<file path="src/rtl/cpu_arith_pkg.sv">
// Arithmetic definitions shared by the CPU multiplier and divider:
// the operation encoding and the default datapath width.
package cpu_arith_pkg;

  localparam int ARITH_WIDTH = 32;

  typedef enum logic [1:0] {
    OP_NONE     = 2'b00,
    OP_UNSIGNED = 2'b01,
    OP_SIGNED   = 2'b10,
    OP_RSVD     = 2'b11
  } arith_op_t;

  localparam int unsigned ARITH_OP_BITS = $bits(arith_op_t);

endpackage

</file>
<file path="src/rtl/divider_if.sv">
// Core-to-divider handshake: the core issues an op while done=1 and then
// reads quotient/remainder once done has risen again.
interface divider_if
  import cpu_arith_pkg::*;
#(
  parameter int WIDTH = ARITH_WIDTH
);
  arith_op_t          op;
  logic [WIDTH-1:0]   a;
  logic [WIDTH-1:0]   b;
  logic [WIDTH-1:0]   quotient;
  logic [WIDTH-1:0]   remainder;
  logic               done;

  modport master (output op, a, b, input quotient, remainder, done);
  modport slave  (input op, a, b, output quotient, remainder, done);
endinterface

</file>
<file path="src/rtl/div_step.sv">
// One restoring-division step: shift {rem,quo} left by one bit, subtract the
// divisor from the partial remainder and keep the difference if it is >= 0.
module div_step #(
  parameter int WIDTH = 32
) (
  input  logic [WIDTH:0]   rem,
  input  logic [WIDTH-1:0] quo,
  input  logic [WIDTH-1:0] divisor,
  output logic [WIDTH:0]   rem_next,
  output logic [WIDTH-1:0] quo_next
);
  logic [WIDTH+1:0] shifted;
  logic [WIDTH+1:0] trial;

  // The extra top bit makes the borrow of the trial subtraction visible as a sign.
  assign shifted = {rem, quo[WIDTH-1]};
  assign trial   = shifted - {2'b00, divisor};

  always_comb begin
    // NOTE: combinational blocks assign every output first so no path can
    // leave a stale value behind, which would otherwise infer a latch.
    rem_next = shifted[WIDTH:0];
    quo_next = {quo[WIDTH-2:0], 1'b0};
    if (!trial[WIDTH+1]) begin
      rem_next    = trial[WIDTH:0];
      quo_next[0] = 1'b1;
    end
  end
endmodule

</file>
<file path="src/rtl/divider.sv">
// Iterative radix-2 restoring divider for DIV/DIVU: one quotient bit per
// cycle, constant ITER-cycle latency, signs restored on the outputs.
module divider
  import cpu_arith_pkg::*;
#(
  parameter int WIDTH = ARITH_WIDTH,
  parameter int ITER  = WIDTH
) (
  input logic       clk,
  input logic       rst,
  divider_if.slave  bus
);
  localparam int CW = $clog2(ITER + 1);

  logic [CW-1:0]    counter;
  logic [WIDTH:0]   rem;
  logic [WIDTH-1:0] quo;
  logic [WIDTH-1:0] div_mag;
  logic             qsign;
  logic             rsign;
  logic             dz;

  logic [WIDTH:0]   rem_next;
  logic [WIDTH-1:0] quo_next;
  logic             is_signed;
  logic             accept;
  logic [WIDTH-1:0] a_mag;
  logic [WIDTH-1:0] b_mag;

  assign is_signed = (bus.op == OP_SIGNED);
  assign accept    = bus.done && (bus.op == OP_SIGNED || bus.op == OP_UNSIGNED);

  // Negating 0x80000000 yields 0x80000000, which is the correct unsigned magnitude.
  assign a_mag = (is_signed && bus.a[WIDTH-1]) ? -bus.a : bus.a;
  assign b_mag = (is_signed && bus.b[WIDTH-1]) ? -bus.b : bus.b;

  div_step #(.WIDTH(WIDTH)) u_step (
    .rem      (rem),
    .quo      (quo),
    .divisor  (div_mag),
    .rem_next (rem_next),
    .quo_next (quo_next)
  );

  always_ff @(posedge clk) begin
    // NOTE: state registers use non-blocking assignments so every register
    // samples pre-edge values, independent of statement order.
    if (rst) begin
      counter <= '0;
      rem     <= '0;
      quo     <= '0;
      div_mag <= '0;
      qsign   <= 1'b0;
      rsign   <= 1'b0;
      dz      <= 1'b0;
    end else if (accept) begin
      counter <= CW'(ITER);
      rem     <= '0;
      quo     <= a_mag;
      div_mag <= b_mag;
      qsign   <= is_signed && (bus.a[WIDTH-1] ^ bus.b[WIDTH-1]);
      rsign   <= is_signed && bus.a[WIDTH-1];
      dz      <= (bus.b == '0);
    end else if (counter != '0) begin
      rem     <= rem_next;
      quo     <= quo_next;
      counter <= counter - CW'(1);
    end
  end

  // A zero divisor lets every trial succeed, so rem ends equal to |a| and the
  // sign restoration below returns the original dividend unchanged.
  assign bus.done      = (counter == '0);
  assign bus.quotient  = dz ? '1 : (qsign ? -quo : quo);
  assign bus.remainder = rsign ? -rem[WIDTH-1:0] : rem[WIDTH-1:0];
endmodule

</file>
<file path="src/flat_wrapper.sv">
// flat-port wrapper written by rule: the top's interface ports become plain ports
module divider_flat import cpu_arith_pkg::*;
#(
  parameter int WIDTH = ARITH_WIDTH,
  parameter int ITER  = WIDTH
)
  (clk, rst, bus_op, bus_a, bus_b, bus_quotient, bus_remainder, bus_done);
  divider_if #(.WIDTH(WIDTH)) bus_i ();
  input logic clk;
  input logic rst;
  input wire logic [$bits(bus_i.op)-1:0] bus_op;
  input wire logic [$bits(bus_i.a)-1:0] bus_a;
  input wire logic [$bits(bus_i.b)-1:0] bus_b;
  output wire logic [$bits(bus_i.quotient)-1:0] bus_quotient;
  output wire logic [$bits(bus_i.remainder)-1:0] bus_remainder;
  output wire logic [$bits(bus_i.done)-1:0] bus_done;
  assign bus_i.op = bus_op;
  assign bus_i.a = bus_a;
  assign bus_i.b = bus_b;
  assign bus_quotient = bus_i.quotient;
  assign bus_remainder = bus_i.remainder;
  assign bus_done = bus_i.done;
  divider #(.WIDTH(WIDTH), .ITER(ITER)) u_core (.clk(clk), .rst(rst), .bus(bus_i));
endmodule
</file>
<file path="config.mk">
export PLATFORM = sky130hd
export DESIGN_NAME = divider_flat
export DESIGN_NICKNAME = d
export VERILOG_FILES = /design/src/rtl/cpu_arith_pkg.sv /design/src/rtl/divider_if.sv /design/src/rtl/div_step.sv /design/src/rtl/divider.sv /design/src/flat_wrapper.sv
export SDC_FILE = /design/constraint.sdc
export NUM_CORES = 1
export LEC_CHECK = 0
export ABC_AREA = 1
export ABC_CLOCK_PERIOD_IN_PS = 6100
export BUFFER_PORTS_ARGS = -buffer_cell sky130_fd_sc_hd__buf_2
export CAP_MARGIN = 20
export CORE_ASPECT_RATIO = 0.5
export CORE_MARGIN = 2
export CORE_UTILIZATION = 45
export CTS_CLUSTER_DIAMETER = 120
export DETAILED_ROUTE_END_ITERATION = 10
export SYNTH_ARGS = -nofsm -noshare
export SYNTH_HDL_FRONTEND = slang
export SYNTH_SLANG_ARGS = --single-unit
export TNS_END_PERCENT = 100
</file>
<file path="constraint.sdc">
create_clock -name clk -period 6.1 [get_ports clk]
set_input_delay 0.305 -clock clk [delete_from_list [all_inputs] [get_ports clk]]
set_output_delay 0.305 -clock clk [all_outputs]
set_load 0.02 [all_outputs]
</file>
==> results.tsv, run 1 <==
metric	value	unit
Clock Path Buffers	2	
# Post-CTS Setup Buffers	0	
CTS tree	done	
fin nets	2081	
ys flop type	dfxtp_1	
RR Startpoint	u_core.div_mag[8]$_SDFFE_PP0P_	
worst hold start	bus_a[18]	
worst-margin pin slew	1.137	ns
number of buffers added on ports	132	
DRC Markers	0	
critical path capture point type	output pin	
First-pass DRT Iterations	7	
Core Area	23820	um2
Setup CP Type	reg -> out	
H-tree depth	3	
Tmin final	3.074	ns
pwr/cell area	609.6	nW/um2
area leader, netlist	dfxtp_1	
post-synth top area share	0.1959	
first-pass GRT wire length	58.79	mm
outcome	finished clean	
synthesized net count	2002	
final worst-path cycle share	0.5039	
worst skew pair latency	0.37	ns
Final Hold Fails	0	
Max Slew Vio Count	0	
cell area after synthesis	10830	um2
CTS resizes	0	
Die Span Y	113.7	um
total grt overflow	0	
routed length per placed instance	16.37	um
Post-DRT Antenna Nets	0	
CP arrival	2.77	ns
Rows	40	
die width	223.4	um
antenna cells	0	
CTS sink cnt	106	
distinct cell type count after synthesis	51	
slew margin rel.	0.2412	
1st-iter DRT viols	1207	
yosys synthesis warning count	0	
total CTS buffers	9	
vias in the first global route	10880	
layout cell share with drive strength beyond 1	0.1016	
routability cong.	0.9878	
initial antenna violation count	0	
RSZ-0062 raised after global routing	false	
HP Class	in -> reg	
synthesis-to-finish area growth	8.931	%
Static Leak	6.316	nW
Async SR Flop Fraction	0	
Via Count	12180	
Max Clock Skew	0.008426	ns
Avg Cell Area, Syn	5.718	um2
largest net degree at the start of global routing	50	
sequential fraction of the synthesis area	0.1959	
Max FO, Critical Path	23	
root buffer cell	clkbuf_16	
final setup violation count	0	
Max Fclk	0.3253	GHz
Hold Path Stages	3	
Area contributors post-synth	dfxtp_1, nand2_1, inv_1, nand3_1, nor2_1	
hpwl dp	29.25	mm
Top Ports	133	
post-detailed-route via-to-cell ratio	5.313	
FF+latch count, synth	106	
Critical path origin	u_core.rsign$_SDFFE_PP0P_	
Peak VDD IR	0.3227	mV
number of max-cap violations	0	
synthesized instance count	1894	
Die ar.	25400	um2
Worst EP required	5.79	ns
GRT Util Overall	0.2952	
FF-to-FF path depth	15	
setup TNS	0	ns
Starting Density	0.4546	
fillers	2652	
total length of routed wires	37.53	mm
EDFF count, synth	0	
crit path launch type	flop	
post-layout util	0.4952	
Hold-fix buffers, CTS	0	
clk slew on worst S/H paths	0.08	ns
routing by layer:
metal	wire length, um	vias up	track usage
li1	-	6193	-
met1	17990	5538	0.4189
met2	16300	418	0.4779
met3	2816	33	0.05023
met4	425	0	0.05022
met5	0	-	0
power breakdown:
group	internal [mW]	leakage, nW	switching [mW]
registers	0.916	0.869	0.244
logic	1.71	5.32	3.71
clock network	0.322	0.132	0.299
total	2.94	6.32	4.25
Yosys cell counts, drive strengths merged (9+ instances only):
cell type,n
xor2,56
o21ai,102
nor3,38
nor2,186
clkbuf,31
ha,39
nand4,21
buf,34
inv,351
o22ai,20
a22oi,20
dfxtp,106
nand2,486
nand3,216
a21oi,110
or2,9
xnor2,9
nor4,9
through the flow:
stage	area, um2	hold slack (ns)	setup slack [ns]	cells	total power, mW
after floorplan	10830	0.4235	3.932	1894	5.204
after global placement	11490	0.4536	3.232	2277	6.496
after detailed placement	11490	0.4578	3.227	2277	6.461
after CTS	11800	0.2015	3.071	2293	7.103
after global routing	11800	0.2445	2.864	2293	7.907
final	11800	0.2099	3.026	2293	7.192
layout make-up:
cell class / instances / area (um2) / area share
Clock buffer: 9 / 225.2 / 0.01909
Clock inverter: 7 / 78.83 / 0.006681
Inverter: 353 / 1328 / 0.1125
Multi-Input combinational cell: 1368 / 6967 / 0.5905
Sequential cell: 106 / 2122 / 0.1799
Tap cell: 315 / 394.1 / 0.03341
Timing Repair Buffer: 135 / 683.2 / 0.05791
cells by family after synthesis:
logic type,Yosys count,synth area share
buffers and inverters,420,0.1609
xor gates and xnor gates,65,0.05257
and+or+nand+nor,979,0.3954
adders and majority gates,40,0.04690
DFF,106,0.1959
AOI/OAI and AO/OA,284,0.1482
placed cells by master (no fill, tap or decap), drive strengths merged, types with 5 or more instances in the layout:
cell and count:
xor2 56, nand3 216, nand3b 5, nor2 186, nor3 38, clkinvlp 5
nand4 21, clkbuf 9, inv 352, xnor2 9, o211ai 8, o22ai 20
ha 39, o21ai 102, nor4 9, and2 8, a21oi 110, a22oi 20
a31oi 7, or2 9, buf 135, nand2 486, dfxtp 106, o31ai 7
registers in the layout (all words and copies together) (netlist names):
name	cells
u_core.rem	33
u_core.div_mag	32
u_core.quo	32
u_core.counter	6
u_core.dz	1
u_core.qsign	1
u_core.rsign	1
worst paths after layout:
path                                          to  slack (ns)
setup / recovery               bus_remainder[30]        3.03
hold / removal       u_core.quo[18]$_SDFFE_PP0P_        0.21
setup reg to reg      u_core.rem[2]$_SDFFE_PP0N_        3.11
hold reg to reg   u_core.counter[0]$_SDFFE_PP0N_        0.47
critical path, cell delays in order (launching register included):
cell     delay, ns
dfxtp_1       0.90
inv_1         0.50
a21oi_1       0.37
nor2_2        0.08
o21ai_0       0.14
nor2_1        0.10
xnor2_1       0.13
buf_2         0.18
No activity file was read; power rests on OpenSTA's default activity.
==> run 2: changes to the inputs <==
ABC_AREA = 0   (was 1)
ABC_CLOCK_PERIOD_IN_PS = 2980   (was 6100)
PLACE_DENSITY = 0.65   (was not set)
clock period = 2.98 ns   (was 6.1 ns; I/O delays follow)
==> results.tsv, run 2 <==
metric	value	unit	change
Rows	36		was 40
post-synth top area share	0.2411		was 0.1959
cell area after synthesis	8802	um2	was 10830 um2
most common cell in the netlist	nand2_1		unchanged
First-pass DRT Iterations	5		was 7
CP Buf/Inv Count	2		unchanged
Die Span Y	102.9	um	was 113.7 um
Worst path slowest cell	or4_4		was dfxtp_1
yosys synthesis warning count	0		unchanged
routability cong.	0.8990		was 0.9878
first-pass GRT wire length	43.68	mm	was 58.79 mm
Max Fclk	0.2697	GHz	
vias in the first global route	8747		was 10880
critical path capture point type	output pin		unchanged
hpwl dp	20.89	mm	was 29.25 mm
number of max-cap violations	0		unchanged
largest net degree at the start of global routing	67		was 50
post-route insts no fill	1699		was 2293
FF+latch count, synth	106		unchanged
synthesized instance count	1229		was 1894
Async SR Flop Fraction	0		unchanged
failing checks	negative setup slack		
CTS sink cnt	106		unchanged
post-layout util	0.5938		was 0.4952
Max stage delay on crit path	0.48	ns	was 0.90 ns
initial antenna violation count	0		unchanged
Max Slew Vio Count	0		unchanged
crit path setup slack, layout	-0.7280	ns	was 3.026 ns
fin nets	1536		was 2081
Biggest register	u_core.rem		unchanged
Clock Path Buffers	2		unchanged
DRC Markers	0		unchanged
area leader, netlist	dfxtp_1		unchanged
synthesis-to-finish area growth	30.36	%	was 8.931%
Max FO, Critical Path	4		was 23
synthesized net count	1337		was 2002
Tmin final	3.708	ns	
1st-iter DRT viols	692		was 1207
Worst EP required	2.83	ns	was 5.79 ns
Core Area	19320	um2	was 23820 um2
Setup CP Type	reg -> out		unchanged
commonest non-fill, non-tap cell in the layout	nand2_1		unchanged
Final Hold Fails	0		unchanged
number of buffers added on ports	132		unchanged
critical path depth	11		was 7
RSZ-0062 raised after global routing	true		was false
outcome	finished with violations		was finished clean
distinct cell type count after synthesis	63		was 51
worst path cell trace	or3_4 -> nor3_4 -> nand2_1 -> or4_4 -> or3_4 -> or3_4 -> or4_4 -> buf_4 -> o21ai_4 -> xnor2_2 -> buf_4		was inv_1 -> a21oi_1 -> nor2_2 -> o21ai_0 -> nor2_1 -> xnor2_1 -> buf_2
Power, Total	13.71	mW	was 7.192 mW
FF-to-FF path depth	13		was 15
die width	201.8	um	was 223.4 um
Die ar.	20760	um2	was 25400 um2
commonest non-fill, non-tap cells in the layout	nand2_1, buf_4, buf_2, o21ai_0, dfxtp_1		was nand2_1, inv_1, nand3_1, nor2_1, buf_2
Static Leak	4.856	nW	was 6.316 nW
worst skew pair latency	0.36	ns	was 0.37 ns
kind of cell adding the most delay to the critical path	simple AND/OR/NAND/NOR gates		was flip-flops
Starting Density	0.4555		was 0.4546
number of flip-flops in the largest register	33		unchanged
CP dominant cell by count	or3_4		
antenna cells	0		unchanged
Avg Cell Area, Syn	7.162	um2	was 5.718 um2
crit path launch type	flop		unchanged
setup TNS	-6.437	ns	was 0 ns
HP Class	in -> reg		unchanged
CTS tree	done		unchanged
Top Ports	133		unchanged
total grt overflow	0		unchanged
Peak VDD IR	0.4713	mV	was 0.3227 mV
DP Worst Slack	-0.3793	ns	was 3.227 ns
routed length per placed instance	16.47	um	was 16.37 um
Min Hold Slack	0.04968	ns	was 0.2099 ns
post-detailed-route via-to-cell ratio	5.597		was 5.313
pwr/cell area	1195	nW/um2	was 609.6 nW/um2
Hold Path Stages	2		was 3
clk slew on worst S/H paths	0.08	ns	about the same
GRT Util Overall	0.2594		was 0.2952
EDFF count, synth	0		unchanged
CP arrival	3.56	ns	was 2.77 ns
H-tree depth	3		unchanged
final setup violation count	22		was 0
Top Registers	u_core.rem: 33 flops, u_core.div_mag: 32 flops, u_core.quo: 32 flops		unchanged
total CTS buffers	9		unchanged
Via Count	9509		was 12180
DP Cell Count	1670		was 2277
ys flop type	dfxtp_1		unchanged
final worst-path cycle share	1.244		
top cells by count, synth	nand2_1, o21ai_0, dfxtp_1, a21oi_1, nor2_1		was nand2_1, inv_1, nand3_1, nor2_1, a21oi_1
Post-DRT Antenna Nets	0		unchanged
layout cell share with drive strength beyond 1	0.2575		was 0.1016
area post-placement	10460	um2	was 11490 um2
worst-margin pin slew	0.9028	ns	was 1.137 ns
Area contributors post-synth	dfxtp_1, nand2_1, xnor2_1, xor2_1, o21ai_0		was dfxtp_1, nand2_1, inv_1, nand3_1, nor2_1
Max Clock Skew	0.01306	ns	was 0.008426 ns
root buffer cell	clkbuf_16		unchanged
sequential fraction of the synthesis area	0.2411		was 0.1959
total length of routed wires	27.98	mm	was 37.53 mm
Final Cell Area	11470	um2	was 11800 um2
slew margin rel.	0.3975		was 0.2412
-- run 2: power by group --
group | switching [mW] | leakage, nW | total [mW] | internal, mW
clock | 0.616 | 0.135 | 1.20 | 0.584
sequential | 0.397 | 0.872 | 2.26 | 1.87
combinational | 5.68 | 3.85 | 10.2 | 4.56
-- run 2: worst paths after layout --
| check | from | end | slack [ns] |
|---|---|---|---|
| setup reg to reg | u_core.rem[10]$_SDFFE_PP0N_ | u_core.rem[22]$_SDFFE_PP0N_ | -0.01 |
| hold / removal | rst | u_core.div_mag[18]$_SDFFE_PP0P_ | 0.05 |
| setup / recovery | u_core.rem[2]$_SDFFE_PP0N_ | bus_remainder[30] | -0.73 |
| hold reg to reg | u_core.div_mag[15]$_SDFFE_PP0P_ | u_core.div_mag[15]$_SDFFE_PP0P_ | 0.47 |
-- run 2: logic make-up (layout without fill, tap and decap cells) --
kind of cell,after synthesis,after routing,share of synthesized area
fa+ha+maj,40,40,0.05771
flops,106,106,0.2411
xor+xnor,140,140,0.1393
compound gates,365,365,0.2550
buf+inv,127,331,0.05501
mux,24,24,0.02743
simple gates,427,427,0.2244
-- run 2: worst reg2reg max path, delay by kind of cell, from the launching register on --
family	cells	cell delay (ns)
simple gates	3	0.63
compound gates	6	1.17
fa+ha+maj	1	0.28
buf+inv	3	0.45
flops	1	0.32
-- run 2: layout make-up --
cell class	instances	area, um2
fill	1788	7849
tap	266	332.8
timing repair buffer	256	1755
sequential	106	2136
clock inverter	7	61.31
multi-input combinational	996	6743
inverter	59	221.5
clock buffer	9	225.2
-- run 2: repair_timing --
action / CTS / global route
buffers inserted: 8 / 7
resized for setup: 82 / 68
hold endpoints to repair: 0 / 0
hold buffers: 0 / 0
cloned: 0 / 1
pin swaps: 18 / 19
setup endpoints to repair: 48 / 63
-- run 2: layer usage --
metal / vias up / GRT usage / routed length (um)
met4: 0 / 0.04581 / 329
met3: 28 / 0.03097 / 1420
met1: 4486 / 0.3598 / 13440
met2: 249 / 0.4428 / 12790
li1: 4746 / - / -
met5: - / 0 / 0
==> run 3: changes to the inputs <==
ABC_CLOCK_PERIOD_IN_PS = not set   (was 2980)
TNS_END_PERCENT = 10   (was 100)
==> results.tsv, run 3 (synthesis gave the netlist of run 2 again) <==
metric	value	unit	change
crit path launch type	flop		unchanged
Die ar.	20760	um2	unchanged
hpwl dp	20.17	mm	was 20.89 mm
FF-to-FF path depth	11		was 13
logic gate share of total power	0.727		was 0.747
Peak VDD IR	0.4489	mV	was 0.4713 mV
Hold-fix buffers, CTS	0		unchanged
die width	201.8	um	unchanged
CTS tree	done		unchanged
Setup CP Type	reg -> out		unchanged
Via Count	9325		was 9509
Tmin final	3.678	ns	was 3.708 ns
number of max-cap violations	0		unchanged
Hold Path Stages	3		was 2
commonest non-fill, non-tap cells in the layout	nand2_1, buf_2, buf_4, o21ai_0, dfxtp_1		was nand2_1, buf_4, buf_2, o21ai_0, dfxtp_1
First-pass DRT Iterations	5		unchanged
worst skew pair latency	0.36	ns	about the same
total grt overflow	0		unchanged
RR Startpoint	u_core.div_mag[15]$_SDFFE_PP0P_		was u_core.rem[10]$_SDFFE_PP0N_
hold endpoint	u_core.div_mag[0]$_SDFFE_PP0P_		was u_core.div_mag[18]$_SDFFE_PP0P_
Final Hold Fails	0		unchanged
setup TNS	-5.277	ns	was -6.437 ns
area post-placement	10370	um2	was 10460 um2
DP Worst Slack	-0.3630	ns	was -0.3793 ns
Max stage delay on crit path	0.48	ns	about the same
Rows	36		unchanged
fin nets	1518		was 1536
Max FO, Critical Path	4		unchanged
Die Span Y	102.9	um	unchanged
final worst-path cycle share	1.234		was 1.244
routed length per placed instance	15.61	um	was 16.47 um
Biggest register	u_core.rem		unchanged
synthesis-to-finish area growth	25.59	%	was 30.36%
internal power	6.735	mW	was 7.012 mW
Worst path slowest cell	or4_4		unchanged
sequential share of power	0.171		was 0.165
CP arrival	3.53	ns	was 3.56 ns
total length of routed wires	26.25	mm	was 27.98 mm
post-layout util	0.5721		was 0.5938
outcome	finished with violations		unchanged
Top Registers	u_core.rem: 33 flops, u_core.div_mag: 32 flops, u_core.quo: 32 flops		unchanged
RSZ-0062 raised after global routing	true		unchanged
Sw Ratio	0.4838		was 0.4885
Starting Density	0.4555		unchanged
HP Class	in -> reg		unchanged
CP dominant cell by count	or3_4		unchanged
sw power	6.313	mW	was 6.696 mW
crit path setup slack, layout	-0.6983	ns	was -0.7280 ns
worst-margin pin slew	1.206	ns	was 0.9028 ns
Post-DRT Antenna Nets	0		unchanged
routability cong.	0.9696		was 0.8990
pwr/cell area	1180	nW/um2	was 1195 nW/um2
area of the multi-input gates	6526	um2	was 6743 um2
worst hold start	bus_b[0]		was rst
total CTS buffers	9		unchanged
Max Slew Vio Count	0		unchanged
Worst EP required	2.83	ns	about the same
r2r setup slk	0.03	ns	was -0.01 ns
Top Ports	133		unchanged
number of flip-flops in the largest register	33		unchanged
1st-iter DRT viols	549		was 692
Max Fclk	0.2719	GHz	was 0.2697 GHz
clk slew on worst S/H paths	0.08	ns	about the same
Reg-to-Reg End	u_core.rem[32]$_SDFFE_PP0N_		was u_core.rem[22]$_SDFFE_PP0N_
final setup violation count	18		was 22
largest net degree at the start of global routing	62		was 67
number of buffers added on ports	132		unchanged
Core Area	19320	um2	unchanged
vias in the first global route	8412		was 8747
initial antenna violation count	1		was 0
DRC Markers	0		unchanged
layout cell share with drive strength beyond 1	0.2269		was 0.2575
Register Area	2128	um2	was 2136 um2
H-tree depth	3		unchanged
Final Cell Area	11050	um2	was 11470 um2
CTS sink cnt	106		unchanged
commonest non-fill, non-tap cell in the layout	nand2_1		unchanged
critical path capture point type	output pin		unchanged
GRT Util Overall	0.2485		was 0.2594
Min Hold Slack	0.08885	ns	was 0.04968 ns
worst path cell trace	or3_4 -> nor3_4 -> nand2_2 -> or4_4 -> or3_4 -> or3_4 -> or4_4 -> o41ai_4 -> xnor2_2 -> buf_4		was or3_4 -> nor3_4 -> nand2_1 -> or4_4 -> or3_4 -> or3_4 -> or4_4 -> buf_4 -> o21ai_4 -> xnor2_2 -> buf_4
Clk pwr share	0.102		was 0.088
first-pass GRT wire length	41.51	mm	was 43.68 mm
root buffer cell	clkbuf_16		unchanged
Static Leak	4.729	nW	was 4.856 nW
failing checks	negative setup slack		unchanged
fillers	1874		was 1788
slew margin rel.	0.1949		was 0.3975
post-detailed-route via-to-cell ratio	5.544		was 5.597
Max Clock Skew	0.008924	ns	was 0.01306 ns
Clock Path Buffers	2		unchanged
-- run 3: layer usage --
layer	vias to the layer above	GRT usage	share of wire
li1	4697	-	-
met1	4365	0.3468	0.49
met2	245	0.4066	0.44
met3	18	0.04204	0.056
met4	0	0.05373	0.0098
met5	-	0	0
-- run 3: cell type report --
cell class / count / share of cell area
repair buffers: 238 / 0.1372
diodes: 1 / 0.0002264
multi-input cells: 996 / 0.5904
well taps: 266 / 0.03011
clock inverters: 7 / 0.009168
clock buffers: 9 / 0.02037
inverters: 59 / 0.02003
flip-flops and latches: 106 / 0.1925
-- run 3: repair_timing --
item / in CTS / in global routing
setup buffers: 3 / 2
pin swaps: 6 / 12
resized for setup: 41 / 44
setup endpoints to repair: 32 / 60
-- run 3: critical path: cells and delay by family, from the launching register on --
kind            cells  cell delay (ns)
simple gates        7             2.27
flops               1             0.32
compound gates      1             0.27
buf+inv             1             0.15
xor+xnor            1             0.14
-- run 3: metrics by stage --
step / instances / power [mW]
5_1_grt: 1682 / 14.07
4_1_cts: 1679 / 12.63
6_report: 1682 / 13.05
3_5_place_dp: 1660 / 10.91
3_3_place_gp: 1660 / 10.74
2_1_floorplan: 1229 / 8.212
-- run 3: worst max path at each step --
stage | depth (start not counted) | from | slack (ns) | end
after floorplan | 13 | u_core.rem[24]$_SDFFE_PP0N_ | -0.17 | u_core.rem[1]$_SDFFE_PP0N_
after global placement | 10 | u_core.rem[2]$_SDFFE_PP0N_ | -0.33 | bus_remainder[26]
after detailed placement | 10 | u_core.rem[2]$_SDFFE_PP0N_ | -0.36 | bus_remainder[26]
after CTS | 10 | u_core.rem[2]$_SDFFE_PP0N_ | -0.73 | bus_remainder[28]
after global routing | 10 | u_core.rem[2]$_SDFFE_PP0N_ | -0.78 | bus_remainder[26]
final | 10 | u_core.rem[2]$_SDFFE_PP0N_ | -0.70 | bus_remainder[26]
-- run 3: power by group through the flow --
stage	combinational (mW)	clock [mW]	sequential, mW
floorplan	5.99	0	2.23
global placement	8.54	0	2.20
detailed placement	8.69	0	2.22
CTS	9.07	1.35	2.21
global route	10.4	1.42	2.29
finish	9.49	1.33	2.23
